==> config.mk <==
export PLATFORM = sky130hd
export DESIGN_NAME = t07_circle_sequencer_flat
export DESIGN_NICKNAME = d
export VERILOG_FILES = /design/src/rtl/t07_circle_sequencer_if.sv /design/src/rtl/t07_circle_sequencer.sv /design/src/flat_wrapper.sv
export SDC_FILE = /design/constraint.sdc
export NUM_CORES = 1
export LEC_CHECK = 0
export ABC_AREA = 1
export CORE_MARGIN = 1
export CORE_UTILIZATION = 41
export CTS_BUF_LIST = sky130_fd_sc_hd__clkbuf_8 sky130_fd_sc_hd__clkbuf_16
export CTS_CLUSTER_SIZE = 25
export DETAILED_ROUTE_END_ITERATION = 12
export DONT_BUFFER_PORTS = 1
export GPL_ROUTABILITY_DRIVEN = 0
export HOLD_SLACK_MARGIN = 0.15
export PLACE_DENSITY_LB_ADDON = 0.15
export SETUP_SLACK_MARGIN = 0.5
export SYNTH_ARGS = -nofsm -noshare
export SYNTH_HDL_FRONTEND = slang
export SYNTH_SLANG_ARGS = --single-unit
==> constraint.sdc <==
create_clock -name clk -period 1.9 [get_ports clk]
set_input_delay 0.285 -clock clk [delete_from_list [all_inputs] [get_ports clk]]
set_output_delay 0.285 -clock clk [all_outputs]
set_load 0.02 [all_outputs]
==> src/rtl/t07_circle_sequencer_if.sv <==
// ----------------------------------------------------------------------------
// t07_circle_sequencer_if
// Bundles the game-side signals of the circle sequencer.
//   master : player/game logic. Drives start, move_valid, player_x, player_y.
//            Observes the sequencer outputs.
//   slave  : the sequencer itself. The directions are the reverse of master.
// Signals:
//   start         1  one-cycle pulse that begins a game
//   move_valid    1  one-cycle pulse when the player enters a block
//   player_x/y    3  player block column/row, 0..5
//   map_select    3  current map index to the circle generator
//   circle_active 2  bit i set while circle i is uncollected
//   collect_pulse 1  one-cycle pulse per collected circle
//   collect_count 4  circles collected this game (saturating)
//   level_done    1  one-cycle pulse when a map completes
//   game_done     1  high while the game is finished
// ----------------------------------------------------------------------------
interface t07_circle_sequencer_if;
  logic       start;
  logic       move_valid;
  logic [2:0] player_x;
  logic [2:0] player_y;
  logic [2:0] map_select;
  logic [1:0] circle_active;
  logic       collect_pulse;
  logic [3:0] collect_count;
  logic       level_done;
  logic       game_done;

  modport master (
    output start, move_valid, player_x, player_y,
    input  map_select, circle_active, collect_pulse, collect_count,
           level_done, game_done
  );

  modport slave (
    input  start, move_valid, player_x, player_y,
    output map_select, circle_active, collect_pulse, collect_count,
           level_done, game_done
  );
endinterface

==> src/rtl/t07_circle_sequencer.sv <==
// ----------------------------------------------------------------------------
// t07_circle_sequencer
// This is the level controller for the circle overlay. It steps through the maps and
// tracks which of the two circles on each map are still uncollected. It reports
// level and game completion to the top-level game FSM.
// Ports:
//   clk  : system clock, rising edge
//   rst  : asynchronous active-high reset
//   bus  : t07_circle_sequencer_if.slave (game handshake and outputs)
// Parameters:
//   NUM_MAPS    : maps sequenced, 0..NUM_MAPS-1 (at most 5)
//   HOLD_CYCLES : cycles spent in LEVEL_DONE before advancing (at least 1)
// ----------------------------------------------------------------------------
module t07_circle_sequencer #(
  parameter int NUM_MAPS    = 5,
  parameter int HOLD_CYCLES = 16
) (
  input  logic                         clk,
  input  logic                         rst,
  t07_circle_sequencer_if.slave        bus
);

  localparam int CW = (HOLD_CYCLES > 1) ? $clog2(HOLD_CYCLES) : 1;
  localparam logic [CW-1:0] HOLD_LAST = CW'(HOLD_CYCLES - 1);
  localparam logic [2:0]    MAP_LAST  = 3'(NUM_MAPS - 1);

  typedef enum logic [2:0] {
    S_IDLE, S_LOAD, S_PLAY, S_LEVEL_DONE, S_GAME_DONE
  } state_t;

  typedef struct packed {
    logic [2:0] x;
    logic [2:0] y;
  } pos_t;

  state_t       r_state;
  logic [CW-1:0] r_hold_cnt;
  logic [2:0]   r_map_select;
  logic [1:0]   r_circle_active;
  logic         r_collect_pulse;
  logic [3:0]   r_collect_count;
  logic         r_level_done;
  logic         r_game_done;

  pos_t         w_c0;
  pos_t         w_c1;
  logic [1:0]   w_hit;
  logic [1:0]   w_remaining;

  // Circle positions for the current map. The indices past the last map are
  // unreachable and default to the origin.
  // NOTE: every always_comb output gets a default first so no latch is inferred.
  always_comb begin
    w_c0 = '{x: 3'd0, y: 3'd0};
    w_c1 = '{x: 3'd0, y: 3'd0};
    case (r_map_select)
      3'd0: begin w_c0 = '{3'd0, 3'd3}; w_c1 = '{3'd5, 3'd4}; end
      3'd1: begin w_c0 = '{3'd1, 3'd4}; w_c1 = '{3'd4, 3'd2}; end
      3'd2: begin w_c0 = '{3'd0, 3'd2}; w_c1 = '{3'd2, 3'd2}; end
      3'd3: begin w_c0 = '{3'd5, 3'd5}; w_c1 = '{3'd5, 3'd2}; end
      3'd4: begin w_c0 = '{3'd1, 3'd3}; w_c1 = '{3'd2, 3'd0}; end
      default: ;
    endcase
  end

  // The table only holds coordinates 0..5, so off-grid moves (6, 7) never hit.
  // A circle that is already collected cannot hit again.
  assign w_hit[0] = r_circle_active[0] &&
                    bus.player_x == w_c0.x && bus.player_y == w_c0.y;
  assign w_hit[1] = r_circle_active[1] &&
                    bus.player_x == w_c1.x && bus.player_y == w_c1.y;
  assign w_remaining = r_circle_active & ~w_hit;

  // NOTE: sequential state uses non-blocking assignments only, so every
  // register samples values from before the edge.
  // NOTE: all state, including the hold counter, is reset; there is no storage
  // array whose contents could be left uninitialised.
  always_ff @(posedge clk or posedge rst) begin
    if (rst) begin
      r_state         <= S_IDLE;
      r_hold_cnt      <= '0;
      r_map_select    <= 3'd0;
      r_circle_active <= 2'b00;
      r_collect_pulse <= 1'b0;
      r_collect_count <= 4'd0;
      r_level_done    <= 1'b0;
      r_game_done     <= 1'b0;
    end else begin
      r_collect_pulse <= 1'b0;
      r_level_done    <= 1'b0;

      case (r_state)
        S_IDLE, S_GAME_DONE: begin
          r_circle_active <= 2'b00;
          if (bus.start) begin
            r_map_select    <= 3'd0;
            r_collect_count <= 4'd0;
            r_game_done     <= 1'b0;
            r_state         <= S_LOAD;
          end
        end

        S_LOAD: begin
          r_circle_active <= 2'b11;
          r_hold_cnt      <= '0;
          r_state         <= S_PLAY;
        end

        S_PLAY: begin
          if (bus.move_valid && (w_hit != 2'b00)) begin
            r_circle_active <= w_remaining;
            r_collect_pulse <= 1'b1;
            if (r_collect_count != 4'hF)
              r_collect_count <= r_collect_count + 4'd1;
            if (w_remaining == 2'b00)
              r_state <= S_LEVEL_DONE;
          end
        end

        S_LEVEL_DONE: begin
          if (r_hold_cnt == HOLD_LAST) begin
            r_level_done <= 1'b1;
            if (r_map_select == MAP_LAST) begin
              r_game_done <= 1'b1;
              r_state     <= S_GAME_DONE;
            end else begin
              r_map_select <= r_map_select + 3'd1;
              r_state      <= S_LOAD;
            end
          end else begin
            r_hold_cnt <= r_hold_cnt + 1'b1;
          end
        end

        default: r_state <= S_IDLE;
      endcase
    end
  end

  assign bus.map_select    = r_map_select;
  assign bus.circle_active = r_circle_active;
  assign bus.collect_pulse = r_collect_pulse;
  assign bus.collect_count = r_collect_count;
  assign bus.level_done    = r_level_done;
  assign bus.game_done     = r_game_done;

endmodule

==> src/flat_wrapper.sv <==
// flat-port wrapper written by rule: the top's interface ports become plain ports
module t07_circle_sequencer_flat 
#(
  parameter int NUM_MAPS    = 5,
  parameter int HOLD_CYCLES = 16
)
  (clk, rst, bus_start, bus_move_valid, bus_player_x, bus_player_y, bus_map_select, bus_circle_active, bus_collect_pulse, bus_collect_count, bus_level_done, bus_game_done);
  t07_circle_sequencer_if bus_i ();
  input  logic clk;
  input  logic rst;
  input wire logic [$bits(bus_i.start)-1:0] bus_start;
  input wire logic [$bits(bus_i.move_valid)-1:0] bus_move_valid;
  input wire logic [$bits(bus_i.player_x)-1:0] bus_player_x;
  input wire logic [$bits(bus_i.player_y)-1:0] bus_player_y;
  output wire logic [$bits(bus_i.map_select)-1:0] bus_map_select;
  output wire logic [$bits(bus_i.circle_active)-1:0] bus_circle_active;
  output wire logic [$bits(bus_i.collect_pulse)-1:0] bus_collect_pulse;
  output wire logic [$bits(bus_i.collect_count)-1:0] bus_collect_count;
  output wire logic [$bits(bus_i.level_done)-1:0] bus_level_done;
  output wire logic [$bits(bus_i.game_done)-1:0] bus_game_done;
  assign bus_i.start = bus_start;
  assign bus_i.move_valid = bus_move_valid;
  assign bus_i.player_x = bus_player_x;
  assign bus_i.player_y = bus_player_y;
  assign bus_map_select = bus_i.map_select;
  assign bus_circle_active = bus_i.circle_active;
  assign bus_collect_pulse = bus_i.collect_pulse;
  assign bus_collect_count = bus_i.collect_count;
  assign bus_level_done = bus_i.level_done;
  assign bus_game_done = bus_i.game_done;
  t07_circle_sequencer #(.NUM_MAPS(NUM_MAPS), .HOLD_CYCLES(HOLD_CYCLES)) u_core (.clk(clk), .rst(rst), .bus(bus_i));
endmodule
==> qor.json <==
{
  "report.final.hold_viol_count": 0,
  "insertion_delay_ns": 0.26,
  "diodes_inserted": 0,
  "tritoncts.num_buffers": 3,
  "initial_antenna_violation_count": 0,
  "worst_clock_skew_ns": 0.0008541,
  "area_growth_pct": 29.68,
  "number_of_buffers_on_the_longest_clock_path": 2,
  "holdCritPathClass": "in -> reg",
  "number_of_filler_cells_placed_in_the_layout": 303,
  "yosys_warnings": 0,
  "die_height_um": 59.81,
  "num-nets-final": 242,
  "fin_crit_sh_pct": 97.95,
  "cts_htree_levels": 1,
  "cts_sinks": 19,
  "fin_setup_tns_ns": 0,
  "dieArea_um2": 3577,
  "power_report.internal_total_mw": 1.176,
  "post_synth_inst_count": 200,
  "power.share.combinational_pct": 60.1,
  "postPlaceCellArea_um2": 1539,
  "power_leakage_nw": 0.9162,
  "ys_seq_elements": 19,
  "share_of_synthesized_area_occupied_by_flip_flops_and_latches_pct": 34.70,
  "cts_root_buffer": "sky130_fd_sc_hd__clkbuf_8",
  "period_needed_ns": 1.861,
  "power_density_nw_per_um2": 1268,
  "result_of_the_run": "finished clean",
  "seq_power_share_pct": 27.3,
  "floorplan.initialDensity_pct": 44.15,
  "critical_path_required_ns": 2.06,
  "power.share.clock_pct": 12.6,
  "syn-mean-instance-area_um2": 6.850,
  "drc_errors": 0,
  "cts_tree": "done",
  "first_global_vias": 1297,
  "power.net_switching_mw": 1.078,
  "per_cell_via_count_in_the_routed_design": 5.060,
  "slew_violations": 0,
  "routedWlPerCell_um": 12.34,
  "globalRouteOverflowTotal": 0,
  "fmaxAchievable_mhz": 537.4,
  "power.switching_fraction_pct": 47.82,
  "post_synth_instance_area_um2": 1370,
  "pin_count_of_the_biggest_net_entering_global_routing": 20,
  "maxCapViolations": 0,
  "worst_case_vdd_ir_drop_uv": 576.7,
  "tightestPinTransition_ns": 0.7095,
  "dr.pass1.iters": 4,
  "wire_length_of_the_first_global_routing_pass_mm": 5.292,
  "drive_gt1_share_pct": 34.82,
  "final_common_cell": "sky130_fd_sc_hd__nand2_1",
  "drtAntennaViolNets": 0,
  "synth_top_cell_area_share_pct": 34.70,
  "critical_path.max_fanout": 5,
  "timing.critical_path.arrival_ns": 2.02,
  "via_count_of_the_routed_design": 1356,
  "synth_fp_nets": 217,
  "setup_viol": 0,
  "max_slew_margin_pct": 52.65,
  "rows": 20,
  "ys_top_cells_by_area": "sky130_fd_sc_hd__dfrtp_1 35%, sky130_fd_sc_hd__nand2_1 17%, sky130_fd_sc_hd__nand3_1 9.5%",
  "worst_setup_hold_path_clk_slew_ns": 0.07,
  "post_route_wl_mm": 3.308,
  "globalRouteTotalUtil_pct": 19.99,
  "drt_first_iter_violations": 53,
  "number_of_distinct_library_cells_after_synthesis": 22,
  "core_area_um2": 3103,
  "unrepaired_setup_endpoints_after_global_routing": "yes",
  "criticalPathCategory": "reg -> reg",
  "final_cell_mix": "57 x sky130_fd_sc_hd__nand2_1, 24 x sky130_fd_sc_hd__nand3_1, 19 x sky130_fd_sc_hd__nor2_1",
  "synth_top_cell_by_area": "sky130_fd_sc_hd__dfrtp_1",
  "placement.io_buffers": 0,
  "fin_area_um2": 1777,
  "io_pins": 22,
  "place_hpwl_mm": 2.312,
  "timing.critical_path.from_type": "flop",
  "cp-end-kind": "flop",
  "die_width_um": 59.81
}
-- sequential cells by signal, indices dropped and copies added, names as in the netlist --
name / flops
u_core.bus.collect_count: 4
u_core.bus.collect_pulse: 1
u_core.bus.circle_active: 2
u_core.r_state: 3
u_core.r_hold_cnt: 4
u_core.bus.map_select: 3
u_core.bus.game_done: 1
u_core.bus.level_done: 1
-- routing by layer --
| layer | global-route usage (%) | share of wire, % | vias up |
|---|---|---|---|
| met1 | 21.22 | 39 | 630 |
| met4 | 10.63 | 2.5 | 0 |
| met5 | 0 | 0 | - |
| li1 | - | - | 684 |
| met3 | 3.896 | 4.9 | 7 |
| met2 | 36.83 | 53 | 35 |
-- through the flow --
step / power [mW] / utilization (%) / hold WS [ns] / worst slack (ns) / std cells
floorplan: 1.486 / - / 0.2359 / 0.1289 / 200
global placement: 1.695 / 49.60 / 0.3217 / -0.05053 / 253
detailed placement: 1.731 / 49.60 / 0.3367 / -0.1157 / 253
CTS: 2.186 / 55.65 / 0.1999 / 0.07074 / 267
global route: 2.454 / 57.26 / 0.2115 / -0.1266 / 268
finish: 2.254 / 57.26 / 0.2003 / 0.03903 / 268
-- cells in the mapped netlist --
library cell and number:
sky130_fd_sc_hd__a21oi_1 4, sky130_fd_sc_hd__a21oi_2 1, sky130_fd_sc_hd__a31oi_2 1, sky130_fd_sc_hd__buf_6 1, sky130_fd_sc_hd__dfrtp_1 19, sky130_fd_sc_hd__ha_1 7
sky130_fd_sc_hd__inv_1 19, sky130_fd_sc_hd__inv_2 8, sky130_fd_sc_hd__nand2_1 62, sky130_fd_sc_hd__nand2_2 8, sky130_fd_sc_hd__nand2_4 1, sky130_fd_sc_hd__nand3_1 26
sky130_fd_sc_hd__nand4_1 1, sky130_fd_sc_hd__nor2_1 23, sky130_fd_sc_hd__nor2_2 4, sky130_fd_sc_hd__nor3_1 1, sky130_fd_sc_hd__nor3_4 2, sky130_fd_sc_hd__o21ai_0 6
sky130_fd_sc_hd__o21ai_1 2, sky130_fd_sc_hd__o31ai_1 1, sky130_fd_sc_hd__o32ai_1 1, sky130_fd_sc_hd__xor2_1 2
-- final timing paths --
path / endpoint / slack [ns] / cells after the start / start
max: u_core.r_state[1]$_DFFE_PP0P_ / 0.04 / 14 / u_core.bus.map_select[1]$_DFFE_PP0P_
min: u_core.bus.collect_pulse$_DFF_PP0_ / 0.20 / 2 / bus_move_valid
max reg2reg: u_core.r_state[1]$_DFFE_PP0P_ / 0.04 / 14 / u_core.bus.map_select[1]$_DFFE_PP0P_
min reg2reg: u_core.r_hold_cnt[3]$_DFFE_PP0P_ / 0.53 / 1 / u_core.r_hold_cnt[3]$_DFFE_PP0P_
max in group asynchronous: u_core.bus.map_select[2]$_DFFE_PP0P_ / 0.84 / 2 / rst
min in group asynchronous: u_core.bus.game_done$_DFFE_PP0P_ / 0.57 / 2 / rst
-- cell families after synthesis --
| kind of cell | count (synthesis) | share of synthesized area [%] |
|---|---|---|
| AO/OA/AOI/OAI | 16 | 7.124 |
| XOR/XNOR | 2 | 1.279 |
| AND/OR/NAND/NOR | 128 | 42.28 |
| buffers and inverters | 28 | 8.219 |
| flip-flops | 19 | 34.70 |
| adder cells (fa/ha/maj) | 7 | 6.392 |
-- final cells by class --
type / instances / area, µm² / area share, %
multi-input combinational: 154 / 933.4 / 52.54
tap: 44 / 55.05 / 3.099
sequential: 19 / 480.5 / 27.04
timing repair buffer: 19 / 148.9 / 8.380
timing repair inverter: 1 / 3.754 / 0.2113
clock inverter: 1 / 5.005 / 0.2817
clock buffer: 3 / 41.29 / 2.324
inverter: 27 / 108.9 / 6.127
-- worst max-delay path: stages, from the launching register on --
cell and delay [ns]:
sky130_fd_sc_hd__dfrtp_2 0.45, sky130_fd_sc_hd__ha_4 0.18, sky130_fd_sc_hd__ha_4 0.19, sky130_fd_sc_hd__clkinv_4 0.07, sky130_fd_sc_hd__nand2_2 0.05, sky130_fd_sc_hd__nand2_1 0.05, sky130_fd_sc_hd__nand2_1 0.05, sky130_fd_sc_hd__nor2_2 0.12
sky130_fd_sc_hd__nand2_1 0.08, sky130_fd_sc_hd__nor2_2 0.11, sky130_fd_sc_hd__nor2_1 0.06, sky130_fd_sc_hd__nor2_2 0.16, sky130_fd_sc_hd__nand2_2 0.08, sky130_fd_sc_hd__nand2_1 0.06, sky130_fd_sc_hd__nand2_1 0.05
-- power groups by stage --
stage	Clock, mW	Combinational (mW)	Sequential [mW]
after floorplan	0	0.842	0.645
after global placement	0	1.08	0.615
after detailed placement	0	1.11	0.621
after CTS	0.288	1.29	0.609
after global routing	0.309	1.52	0.629
final	0.285	1.35	0.615
-- repair_timing --
item                                    CTS  global route
endpoints found under the setup margin   15            15
cloned                                    2             0
buffers inserted                          7             1
hold buffers                              1             0
pin swaps                                 5             5
hold endpoints to repair                 19             0
gates resized for setup                  21            14
(Power assumes the default switching activity.)
